## src/rtl/calc_pkg.sv

```systemverilog
// calc_pkg: shared definitions for the sequential calculator.
//   op_e    : operator encodings carried on i_selOperator.
//   state_e : control FSM states.
package calc_pkg;

  typedef enum logic [1:0] {
    OP_ADD = 2'b00,
    OP_SUB = 2'b01,
    OP_MUL = 2'b10,
    OP_DIV = 2'b11
  } op_e;

  typedef enum logic [1:0] {
    IDLE = 2'b00,
    CALC = 2'b01,
    DONE = 2'b10
  } state_e;

endpackage

```

## src/rtl/calc_divider.sv

```systemverilog
// calc_divider: restoring-division datapath, one quotient bit per step.
//   clk, srst : clock and synchronous active-high reset
//   load      : capture dividend/divisor and clear the partial remainder
//   step      : perform one restoring iteration
//   dividend, divisor : WIDTH-bit unsigned operands (divisor must be nonzero)
//   quotient, remainder : values produced by the step taken this cycle, so
//     the caller can register the final answer on the same edge as the last
//     iteration.
module calc_divider
  import calc_pkg::*;
#(
  parameter int WIDTH = 4
) (
  input  logic             clk,
  input  logic             srst,
  input  logic             load,
  input  logic             step,
  input  logic [WIDTH-1:0] dividend,
  input  logic [WIDTH-1:0] divisor,
  output logic [WIDTH-1:0] quotient,
  output logic [WIDTH-1:0] remainder
);

  // quo_q starts as the dividend and is shifted out MSB-first while the
  // quotient bits are shifted in from the LSB side.
  logic [WIDTH-1:0] quo_q, quo_d;
  logic [WIDTH-1:0] rem_q, rem_d;
  logic [WIDTH-1:0] dvs_q;
  logic [WIDTH:0]   shifted;
  logic [WIDTH:0]   trial;

  always_comb begin
    shifted = {rem_q, quo_q[WIDTH-1]};
    trial   = shifted - {1'b0, dvs_q};
    // A set MSB means the subtraction went negative: restore.
    if (trial[WIDTH]) begin
      rem_d = shifted[WIDTH-1:0];
      quo_d = {quo_q[WIDTH-2:0], 1'b0};
    end else begin
      rem_d = trial[WIDTH-1:0];
      quo_d = {quo_q[WIDTH-2:0], 1'b1};
    end
  end

  always_ff @(posedge clk) begin
    if (srst) begin
      quo_q <= '0;
      rem_q <= '0;
      dvs_q <= '0;
    end else if (load) begin
      quo_q <= dividend;
      rem_q <= '0;
      dvs_q <= divisor;
    end else if (step) begin
      quo_q <= quo_d;
      rem_q <= rem_d;
    end
  end

  assign quotient  = quo_d;
  assign remainder = rem_d;

endmodule

```

## src/rtl/seq_calculator.sv

```systemverilog
// seq_calculator: multi-cycle unsigned add/sub/mul/div unit.
//   i_clk, i_reset   : clock, synchronous active-high reset
//   i_start          : request; accepted only in IDLE
//   i_a, i_b         : WIDTH-bit unsigned operands
//   i_selOperator    : 00 add, 01 sub, 10 mul, 11 div
//   o_busy           : high in CALC and DONE
//   o_done           : one-cycle pulse while in DONE
//   o_result         : 2*WIDTH-bit result
//   o_remainder      : division remainder (0 for other ops)
//   o_carry          : add carry-out / sub borrow
//   o_divByZero      : last operation was a divide by zero
// Add/sub/div-by-zero complete straight into DONE; mul (shift-add) and
// div (restoring) take WIDTH iterations in CALC. Result registers only
// change on entry to DONE.
module seq_calculator
  import calc_pkg::*;
#(
  parameter int WIDTH = 4
) (
  input  logic               i_clk,
  input  logic               i_reset,
  input  logic               i_start,
  input  logic [WIDTH-1:0]   i_a,
  input  logic [WIDTH-1:0]   i_b,
  input  logic [1:0]         i_selOperator,
  output logic               o_busy,
  output logic               o_done,
  output logic [2*WIDTH-1:0] o_result,
  output logic [WIDTH-1:0]   o_remainder,
  output logic               o_carry,
  output logic               o_divByZero
);

  localparam int CW = $clog2(WIDTH + 1);
  localparam logic [CW-1:0] LAST_ITER = CW'(WIDTH - 1);

  state_e             state_q, state_d;
  op_e                op_q, op_d;
  logic [CW-1:0]      cnt_q, cnt_d;
  logic [2*WIDTH-1:0] mcand_q, mcand_d;
  logic [WIDTH-1:0]   mplier_q, mplier_d;
  logic [2*WIDTH-1:0] prod_q, prod_d;
  logic [2*WIDTH-1:0] result_q, result_d;
  logic [WIDTH-1:0]   rem_q, rem_d;
  logic               carry_q, carry_d;
  logic               dbz_q, dbz_d;

  logic [WIDTH:0]     sum;
  logic [2*WIDTH-1:0] prod_step;
  logic               div_load;
  logic               div_step;
  logic [WIDTH-1:0]   div_quotient;
  logic [WIDTH-1:0]   div_remainder;

  assign sum       = {1'b0, i_a} + {1'b0, i_b};
  assign prod_step = mplier_q[0] ? (prod_q + mcand_q) : prod_q;

  assign div_load = (state_q == IDLE) && i_start && (op_e'(i_selOperator) == OP_DIV) && (i_b != '0);
  assign div_step = (state_q == CALC) && (op_q == OP_DIV);

  calc_divider #(.WIDTH(WIDTH)) u_divider (
    .clk       (i_clk),
    .srst      (i_reset),
    .load      (div_load),
    .step      (div_step),
    .dividend  (i_a),
    .divisor   (i_b),
    .quotient  (div_quotient),
    .remainder (div_remainder)
  );

  always_comb begin
    state_d  = state_q;
    op_d     = op_q;
    cnt_d    = cnt_q;
    mcand_d  = mcand_q;
    mplier_d = mplier_q;
    prod_d   = prod_q;
    result_d = result_q;
    rem_d    = rem_q;
    carry_d  = carry_q;
    dbz_d    = dbz_q;

    case (state_q)
      IDLE: begin
        if (i_start) begin
          op_d  = op_e'(i_selOperator);
          cnt_d = '0;
          case (op_e'(i_selOperator))
            OP_ADD: begin
              result_d = {{(WIDTH-1){1'b0}}, sum};
              rem_d    = '0;
              carry_d  = sum[WIDTH];
              dbz_d    = 1'b0;
              state_d  = DONE;
            end
            OP_SUB: begin
              result_d = {{WIDTH{1'b0}}, i_a - i_b};
              rem_d    = '0;
              carry_d  = (i_a < i_b);
              dbz_d    = 1'b0;
              state_d  = DONE;
            end
            OP_MUL: begin
              mcand_d  = {{WIDTH{1'b0}}, i_a};
              mplier_d = i_b;
              prod_d   = '0;
              state_d  = CALC;
            end
            default: begin
              if (i_b == '0) begin
                result_d = '0;
                rem_d    = '0;
                carry_d  = 1'b0;
                dbz_d    = 1'b1;
                state_d  = DONE;
              end else begin
                state_d  = CALC;
              end
            end
          endcase
        end
      end

      CALC: begin
        cnt_d = cnt_q + CW'(1);
        if (op_q == OP_MUL) begin
          prod_d   = prod_step;
          mcand_d  = mcand_q << 1;
          mplier_d = mplier_q >> 1;
        end
        // The WIDTH-th iteration happens on this edge; capture its outcome
        // directly rather than waiting a cycle for the datapath registers.
        if (cnt_q == LAST_ITER) begin
          state_d = DONE;
          cnt_d   = '0;
          carry_d = 1'b0;
          dbz_d   = 1'b0;
          if (op_q == OP_MUL) begin
            result_d = prod_step;
            rem_d    = '0;
          end else begin
            result_d = {{WIDTH{1'b0}}, div_quotient};
            rem_d    = div_remainder;
          end
        end
      end

      DONE: begin
        state_d = IDLE;
      end

      default: begin
        state_d = IDLE;
      end
    endcase
  end

  always_ff @(posedge i_clk) begin
    if (i_reset) begin
      state_q  <= IDLE;
      op_q     <= OP_ADD;
      cnt_q    <= '0;
      mcand_q  <= '0;
      mplier_q <= '0;
      prod_q   <= '0;
      result_q <= '0;
      rem_q    <= '0;
      carry_q  <= 1'b0;
      dbz_q    <= 1'b0;
    end else begin
      state_q  <= state_d;
      op_q     <= op_d;
      cnt_q    <= cnt_d;
      mcand_q  <= mcand_d;
      mplier_q <= mplier_d;
      prod_q   <= prod_d;
      result_q <= result_d;
      rem_q    <= rem_d;
      carry_q  <= carry_d;
      dbz_q    <= dbz_d;
    end
  end

  assign o_busy      = (state_q != IDLE);
  assign o_done      = (state_q == DONE);
  assign o_result    = result_q;
  assign o_remainder = rem_q;
  assign o_carry     = carry_q;
  assign o_divByZero = dbz_q;

endmodule
```

## config.mk

```make
export PLATFORM = sky130hd
export DESIGN_NAME = seq_calculator
export DESIGN_NICKNAME = d
export VERILOG_FILES = /design/src/rtl/calc_pkg.sv /design/src/rtl/calc_divider.sv /design/src/rtl/seq_calculator.sv
export SDC_FILE = /design/constraint.sdc
export NUM_CORES = 1
export LEC_CHECK = 0
export CORE_MARGIN = 5
export CORE_UTILIZATION = 55
export CTS_CLUSTER_DIAMETER = 200
export DETAILED_ROUTE_END_ITERATION = 10
export DONT_BUFFER_PORTS = 1
export PLACE_DENSITY_LB_ADDON = 0.08
export SYNTH_ARGS = -nofsm -noshare
export SYNTH_HDL_FRONTEND = slang
export SYNTH_SLANG_ARGS = --single-unit
```

## constraint.sdc

```tcl
create_clock -name i_clk -period 4.85 [get_ports i_clk]
set_clock_uncertainty 0.1 [all_clocks]
set_input_delay 0.7275 -clock i_clk [delete_from_list [all_inputs] [get_ports i_clk]]
set_output_delay 0.7275 -clock i_clk [all_outputs]
set_load 0.03 [all_outputs]
```

==> flow_summary_export.csv <==
group,metric,value,unit
power,ir_worst_vdd,0.000136,V
synthesis,synth.avg_cell_area,8.13,µm²
sta,worst_pin_slew,0.674,ns
power,seqPwrFrac,0.553,
cells_and_area,num_antenna_cells,0,
power,powerDensity,275,nW/µm²
placed_design,hpwl,5320,µm
hold_path,min_path_type,"reg -> reg",
clocking,htree_num_levels,2,
die,io_pins,29,
hold_path,worst_hold_path.num_cells,2,
sta,final.setup.tns,0,ns
global_route,grt-ovfl-total,0,
cells_and_area,final_common_cell,"dfxtp_1",
synthesis,async_flop_share,0,
global_route,grt_max_degree,51,
detailed_routing,wl,7200,µm
power,power_frac_comb,0.139,
cells_and_area,nets,398,
detailed_routing,drt_iter0_markers,130,
clocking,numCtsBuffers,5,
power,total_power,0.000864,W
clocking,cts_root_buf,"clkbuf_8",
worst_setup_path,start_kind,"flop",
synthesis,syn_inst,371,
die,dieArea,7060,µm²
placed_design,place_area,3050,µm²
worst_setup_path,path_cells,"nor2b_1 -> buf_4 -> nand2_1 -> nand2_1 -> o21ai_0 -> a22oi_1 -> nor2_1",
worst_setup_path,worst_path_max_delay_cell,"dfxtp_1",
power,power_leakage,1.21,nW
cells_and_area,num-fill-cells,518,
clocking,cts_buffer_depth,2,
detailed_routing,antenna_left,0,
sta,fin_crit,2.59,ns
sta,worst_slack,2.26,ns
detailed_routing,drt-vias-per-instance,5.85,
synthesis,synth.cell_area,3020,µm²
power,swShare,0.302,
sta,rsz0062_at_grt,"false",
global_route,grt_pass1_wl,12400,µm
worst_setup_path,critical_path_depth,7,
global_route,grt_pass1_vias,2471,
synthesis,yosysSeqAreaShare,0.352,
sta,report.final.slew_viol_count,0,
detailed_routing,drt-pass1-iter-count,4,
placed_design,dp_slack,2.09,ns
clocking,cts_tree,"built",
placed_design,port_buffers,0,
worst_setup_path,critPathCaptureType,"flop",
detailed_routing,num_vias,2537,
die,coreArea,5410,µm²
synthesis,synthesis.nets,408,
synthesis,ys_types,48,
run,maxCapViolations,0,
placed_design,post-place-cells,426,
die,die_h,84.0,µm
worst_setup_path,required,4.97,ns
worst_setup_path,setup.worst_path.class,"reg -> reg",
die,fp-row-count,27,
sta,max_slew_margin,0.547,
worst_setup_path,cpLargestDelayFamily,"simple AND/OR/NAND/NOR gates",
worst_setup_path,critPathBufInv,1,
detailed_routing,drc,0,
synthesis,synth_edf_count,0,
power,internal-power,0.000603,W
worst_setup_path,regToRegSetupSlack,2.26,ns
worst_setup_path,ff2ff_path_depth,7,
cells_and_area,final_cell_mix,"dfxtp_1, nand2_1, nor2_1, a21oi_1, o21ai_0",
detailed_routing,routedWlPerCell,16.6,µm
clocking,cts_num_sinks,53,
global_route,grtUsageTotal,0.217,
clocking,ctsHoldBuffers,0,
cells_and_area,syn_to_final_growth,4.27,%
worst_setup_path,crit_path_frequent_cell,"nand2_1",
worst_setup_path,crit_fanout,21,
synthesis,synthFlopType,"dfxtp_1",
cells_and_area,layout-drive-gt1-share,0.0497,
placed_design,place.gp.congestion,0.833,
worst_setup_path,cp.arrival,2.71,ns
sta,finalCritPeriodShare,0.534,
cells_and_area,instances_no_fill,434,
worst_setup_path,max_stage_delay,0.51,ns
synthesis,yosysWarnings,0,
sta,clock.fmax,386,MHz
global_route,grt_antenna_before_repair,0,
cells_and_area,post-route-cell-area,3140,µm²
outcome,outcome,"complete, no violations",
sta,hold_viol_final,0,
clocking,cts_setup_buffers,0,
power,switchingPower,0.000261,W
clocking,clkLatencyLatePin,0.32,ns
synthesis,synth_seq_cells,53,
power,clkPwrFrac,0.308,
clocking,cts-resized-gates,0,
clocking,path_clk_slew,0.10,ns
die,dieWidth,84.0,µm
sta,finalSetupViolations,0,
die,initial_core_util,0.558,
-- worst reg2reg max path, cell delays in order (launching register included) --
cell	delay, ns
dfxtp_1	0.51
nor2b_1	0.17
buf_4	0.25
nand2_1	0.40
nand2_1	0.51
o21ai_0	0.27
a22oi_1	0.23
nor2_1	0.05
-- state kept, by name, summed over array words and instances (netlist names) --
name	cells
cnt_q	3
mcand_q	8
mplier_q	4
o_carry	1
o_divByZero	1
o_remainder	4
o_result	8
op_q	2
prod_q	8
state_q	2
u_divider.dvs_q	4
u_divider.quo_q	4
u_divider.rem_q	4
-- final cells by class --
class / count / area, µm² / share of cell area
multi-input combinational: 281 / 1810 / 0.576
sequential: 53 / 1060 / 0.337
tap: 72 / 90.1 / 0.0287
clock buffer: 5 / 68.8 / 0.0219
inverter: 17 / 63.8 / 0.0203
clock inverter: 3 / 26.3 / 0.00836
timing repair buffer: 3 / 22.5 / 0.00716
-- cells by family after synthesis --
| kind of cell | Yosys count | synth area share |
|---|---|---|
| compound gates | 101 | 0.212 |
| xor+xnor | 7 | 0.0203 |
| fa+ha+maj | 24 | 0.110 |
| buf+inv | 37 | 0.0473 |
| flops | 53 | 0.352 |
| mux | 10 | 0.0336 |
| simple gates | 139 | 0.226 |
-- synth_stat cells (4+ instances only) --
| library cell | count | area, µm² |
|---|---|---|
| dfxtp_1 | 53 | 1060 |
| nand2_1 | 44 | 165 |
| nor2_1 | 35 | 131 |
| a21oi_1 | 30 | 150 |
| o21ai_0 | 22 | 110 |
| ha_1 | 20 | 250 |
| clkbuf_1 | 17 | 63.8 |
| inv_1 | 17 | 63.8 |
| nand3_1 | 16 | 80.1 |
| mux2i_1 | 9 | 90.1 |
| nand3b_1 | 9 | 67.6 |
| nor3_1 | 9 | 45.0 |
| nand2b_1 | 7 | 43.8 |
| nor2b_1 | 7 | 43.8 |
| a22oi_1 | 6 | 45.0 |
| a311oi_1 | 6 | 52.6 |
| a21o_1 | 5 | 37.5 |
| xnor2_1 | 5 | 43.8 |
| a211oi_1 | 4 | 30.0 |
| a22o_1 | 4 | 35.0 |
| fa_1 | 4 | 80.1 |
| o21ai_1 | 4 | 20.0 |
-- worst paths after layout --
kind	startpoint	endpoint
worst max-delay path	state_q[0]$_SDFFE_PP0P_	prod_q[5]$_SDFFE_PP0P_
worst min-delay path	cnt_q[2]$_SDFFE_PP0P_	cnt_q[2]$_SDFFE_PP0P_
worst max register to register	state_q[0]$_SDFFE_PP0P_	prod_q[5]$_SDFFE_PP0P_
worst min register to register	cnt_q[2]$_SDFFE_PP0P_	cnt_q[2]$_SDFFE_PP0P_
-- through the flow --
stage	hold WS, ns	util
finish	0.347	0.582
global route	0.340	0.582
CTS	0.353	0.582
detailed placement	0.337	0.564
global placement	0.328	0.564
floorplan	0.315	-
-- power groups by stage --
stage               clock, W  combinational [W]  sequential [W]
floorplan                  0           0.000105        0.000479
global placement           0           0.000119        0.000488
detailed placement         0           0.000121        0.000488
CTS                 0.000273           0.000121        0.000478
global route        0.000297           0.000138        0.000480
finish              0.000266           0.000120        0.000478
-- per-layer routing --
| metal | share of wire | up-vias | track usage |
|---|---|---|---|
| met1 | 0.48 | 1196 | 0.294 |
| met3 | 0.041 | 8 | 0.0523 |
| met5 | 0 | - | 0 |
| met4 | 0.010 | 0 | 0.0482 |
| li1 | - | 1298 | - |
| met2 | 0.47 | 35 | 0.348 |
No activity file was read; power rests on OpenSTA's default activity.
